==> config.mk <==
export PLATFORM = sky130hd
export DESIGN_NAME = truth_table_sweeper
export DESIGN_NICKNAME = d
export VERILOG_FILES = /design/src/rtl/truth_table_sweeper.sv
export SDC_FILE = /design/constraint.sdc
export NUM_CORES = 1
export LEC_CHECK = 0
export BUFFER_PORTS_ARGS = -buffer_cell sky130_fd_sc_hd__buf_2
export CAP_MARGIN = 20
export CORE_MARGIN = 1
export CORE_UTILIZATION = 44
export CTS_BUF_LIST = sky130_fd_sc_hd__clkbuf_8 sky130_fd_sc_hd__clkbuf_16
export CTS_CLUSTER_SIZE = 14
export DETAILED_ROUTE_END_ITERATION = 10
export MAX_ROUTING_LAYER = met4
export PLACE_DENSITY_LB_ADDON = 0.2
export SLEW_MARGIN = 20
export SYNTH_ARGS = -nofsm -noshare
export SYNTH_HDL_FRONTEND = slang
export SYNTH_SLANG_ARGS = --single-unit
==> constraint.sdc <==
create_clock -name clk -period 2.3 [get_ports clk]
set_clock_uncertainty 0.15 [all_clocks]
set_input_delay 0.115 -clock clk [delete_from_list [all_inputs] [get_ports clk]]
set_output_delay 0.115 -clock clk [all_outputs]
set_load 0.005 [all_outputs]
==> src/rtl/truth_table_sweeper.sv <==
// Exhaustive-stimulus sequencer: walks all 2^N vectors in binary or Gray order for
// PASSES sweeps, holding each vector HOLD cycles before offering it over valid/ready.
module truth_table_sweeper #(
    parameter int unsigned N      = 3,
    parameter int unsigned PASSES = 2,
    parameter int unsigned HOLD   = 10,
    localparam int unsigned PW    = (PASSES > 1) ? $clog2(PASSES) : 1
) (
    input  logic          clk,
    input  logic          rst_n,
    input  logic          start,
    input  logic          mode,
    input  logic          abort,
    output logic [N-1:0]  vec_out,
    output logic          vec_valid,
    input  logic          vec_ready,
    output logic          last,
    output logic [PW-1:0] pass_idx,
    output logic          busy,
    output logic          done
);

    localparam int unsigned HW = $clog2(HOLD + 1);

    localparam logic [N-1:0]  IdxMax   = {N{1'b1}};
    localparam logic [PW-1:0] PassMax  = PW'(PASSES - 1);
    localparam logic [HW-1:0] HoldLoad = HW'(HOLD);

    typedef enum logic [1:0] {StIdle, StSettle, StSample, StDone} state_e;

    state_e        state_q, state_d;
    logic [N-1:0]  idx_q, idx_d;
    logic [PW-1:0] pass_q, pass_d;
    logic [HW-1:0] hold_q, hold_d;
    logic          mode_q, mode_d;
    logic          final_vec;

    assign final_vec = (idx_q == IdxMax) && (pass_q == PassMax);

    // State register; async reset returns every output to zero immediately.
    always_ff @(posedge clk or negedge rst_n) begin
        if (!rst_n) begin
            state_q <= StIdle;
            idx_q   <= '0;
            pass_q  <= '0;
            hold_q  <= '0;
            mode_q  <= 1'b0;
        end else begin
            state_q <= state_d;
            idx_q   <= idx_d;
            pass_q  <= pass_d;
            hold_q  <= hold_d;
            mode_q  <= mode_d;
        end
    end

    // Next-state: settle countdown, handshake advance with pass wrap, abort override.
    always_comb begin
        state_d = state_q;
        idx_d   = idx_q;
        pass_d  = pass_q;
        hold_d  = hold_q;
        mode_d  = mode_q;
        unique case (state_q)
            StIdle, StDone: begin
                if (start) begin
                    idx_d   = '0;
                    pass_d  = '0;
                    mode_d  = mode;
                    hold_d  = HoldLoad;
                    state_d = StSettle;
                end
            end
            StSettle: begin
                // hold_q == 1 marks the HOLD-th settle cycle
                if (hold_q == HW'(1)) begin
                    state_d = StSample;
                end else begin
                    hold_d = hold_q - HW'(1);
                end
            end
            StSample: begin
                if (vec_ready) begin
                    if (final_vec) begin
                        state_d = StDone;
                    end else begin
                        idx_d   = idx_q + N'(1);
                        if (idx_q == IdxMax) begin
                            pass_d = pass_q + PW'(1);
                        end
                        hold_d  = HoldLoad;
                        state_d = StSettle;
                    end
                end
            end
            default: state_d = StIdle;
        endcase
        // abort beats start and any in-flight handshake
        if (abort) begin
            state_d = StIdle;
            idx_d   = '0;
            pass_d  = '0;
            hold_d  = '0;
            mode_d  = 1'b0;
        end
    end

    // Outputs decoded from registered state; vec_out only moves when idx_q or mode_q does.
    always_comb begin
        vec_out   = mode_q ? (idx_q ^ (idx_q >> 1)) : idx_q;
        vec_valid = (state_q == StSample);
        busy      = (state_q == StSettle) || (state_q == StSample);
        done      = (state_q == StDone);
        last      = (state_q == StSample) && final_vec;
        pass_idx  = pass_q;
    end

endmodule

==> impl_metrics.toml <==
[drt]
wl_mm = 1.708
via_per_inst = 5.882
post_drt_wl_per_cell_microns = 14.35
drt_iter0_drc = 17
dr.pass1.iters = 4
final_antenna_net_count = 0
drc_errors = 0
dr_total_vias = 700

[logic_synthesis]
yosys_register_bits = 11
ys_warn_count = 0
synth_nets = 99
ys_types = 31
synth_top_cell_area_share_pct = 35.37
synth_area_sq_um = 778.2
synthTopCellsByArea = "dfrtp_1 (35%), ha_1 (13%), inv_1 (3.9%), a32oi_1 (3.4%), nand2b_1 (3.2%)"
synth_top_cell_by_area = "dfrtp_1"
syn_avg_cell_area_sq_um = 9.156
seq_area_frac_synth_pct = 35.37
synthCells = 85

[worst_setup_path]
rr_worst_depth = 6
path_cells = "ha_1 -> ha_1 -> nand3_1 -> inv_1 -> or4_1 -> a31oi_1"
cpMostUsedCell = "ha_1"
worst_ep_required_time_ns = 2.31
end_kind = "flop"
cp_max_fo = 7
cp.arrival_ns = 2.05
critPathSlowestCell = "or4_1"
worst_setup_path_start_kind = "flop"
worstSetupPathType = "reg -> reg"
slowest_delay_ns = 0.51

[cells_and_area]
layout_common_cells = "buf_2 (13), dfrtp_1 (11), inv_1 (9)"
layout.nets = 118
final_common_cell = "buf_2"
fin_util_pct = 58.65
instances_no_fill = 119
diodes = 0
drive_gt1_share_pct = 18.45
fillers = 142
area_growth_pct = 18.81

[global_routing]
grt_pass1_vias = 638
grt_first_pass_wirelength_mm = 3.015
overflow = 0
grt_max_degree = 17
antenna_found_initial = 0
grt_usage_pct = 22.24

[flow_run]
max_cap_viol_count = 0

[clock_tree]
insertion_delay_ns = 0.24
cts_tree = "built"
cts.htree.levels = 1
cts.sinks = 11
cts.path.max_buffers = 2
numCtsBuffers = 3
clkTransAtPathRegs_ns = 0.05
clockRootBuffer = "clkbuf_8"

[placed_design]
dp_cells = 113
gp_congestion = 0.7706
io_buffers = 13
hpwl_mm = 1.171

[sta]
slew_headroom_pct = 75.06
worst_slew_pin_slew_ns = 0.3723
slew_viol_final = 0
rsz0062_at_grt = "false"
hold_viol_final = 0
tns_ns = 0
timing.fmax_ghz = 0.4901
period_share_pct = 88.72
fin_crit_ns = 2.041
setup_viol_count_final = 0

[floorplan]
die-area_sq_um = 1941
core_sq_um = 1577
num_rows = 14
die-width_microns = 44.06
pin_count = 14
die_h_microns = 44.06
start_util_pct = 49.37

[worst_hold_path]
hp-class = "in -> reg"
hold_depth = 3

[run_status]
status = "complete, no violations"

[power_and_ir_drop]
irDropWorstVdd_mv = 0.4630
cellLeakagePower_nw = 0.4651
powerDensity_nw_per_um2 = 650.8
p_total_mw = 0.6018
## layout make-up
type / instances / area, sq um / share of cell area, %
clock inverters: 1 / 3.754 / 0.4060
flip-flops and latches: 11 / 275.3 / 29.77
multi-input cells: 64 / 461.7 / 49.93
repair buffers: 16 / 92.59 / 10.01
inverters: 8 / 30.03 / 3.248
clock buffers: 3 / 41.29 / 4.465
well taps: 16 / 20.02 / 2.165
## power breakdown
group	internal [mW]	switching, mW
Sequential	0.213	0.0199
Clock	0.117	0.0715
Combinational	0.0809	0.0991
Total	0.411	0.191
## registers in the layout, summed over array words and instances (netlist names)
register	cells
state_q	2
idx_q	3
pass_idx	1
mode_q	1
hold_q	4
## critical path: cells and delay by family (launching register included)
kind | cells | cell delay, ns
buf+inv | 1 | 0.14
compound gates | 1 | 0.17
flops | 1 | 0.42
fa+ha+maj | 2 | 0.42
simple gates | 2 | 0.67
## synth_stat cells, drive strengths merged
cell type and instances:
dfrtp 11, nand3 5, o31ai 3, nand2 6
nor4 1, inv 8, mux2i 2, o211ai 1
xnor2 2, o21bai 2, mux2 2, a22o 1
a32oi 3, o21ai 2, nor2 5, nor3b 1
a21boi 2, nor2b 1, or4 1, clkbuf 1
buf 1, nand3b 1, a311o 1, a21oi 4
a31oi 2, a21o 2, a22oi 1, ha 8
nand2b 4, nor3 1
## timing repair
item,in CTS,in global routing
endpoints found under the hold margin,12,0
setup buffers,0,0
hold buffers,2,0
resized for setup,0,0
## logic make-up after synthesis
group,share of synthesized area (%)
compound gates,21.87
mux,5.466
flops,35.37
buf+inv,5.306
fa+ha+maj,12.86
xor+xnor,2.251
simple gates,16.88
## metal layers
metal | GRT usage [%] | up-vias | share of wire (%)
met5 | - | - | 0
met4 | 5.455 | 0 | 0.88
met3 | 6.122 | 2 | 4.0
met2 | 33.82 | 19 | 47
met1 | 29.50 | 335 | 48
li1 | - | 344 | -
## metrics by stage
step	worst slack, ns	cell area (sq um)	hold WS (ns)
after floorplan	0.4071	778.2	-0.3306
after global placement	0.3425	859.6	-0.1473
after detailed placement	0.3014	859.6	-0.1450
after CTS	0.2577	924.6	0.0007498
after global routing	0.1345	924.6	0.03493
final	0.2595	924.6	0.002322
## final timing paths
path,startpoint,to,slack (ns)
worst max-delay path,idx_q[0],idx_q[0],0.26
worst min-delay path,start,mode_q,0.002
worst max register to register,idx_q[0],idx_q[0],0.26
worst min register to register,pass_idx,pass_idx,0.39
max in group asynchronous,rst_n,hold_q[0],1.65
min in group asynchronous,rst_n,idx_q[2],0.14
No activity file was read; power rests on OpenSTA's default activity.
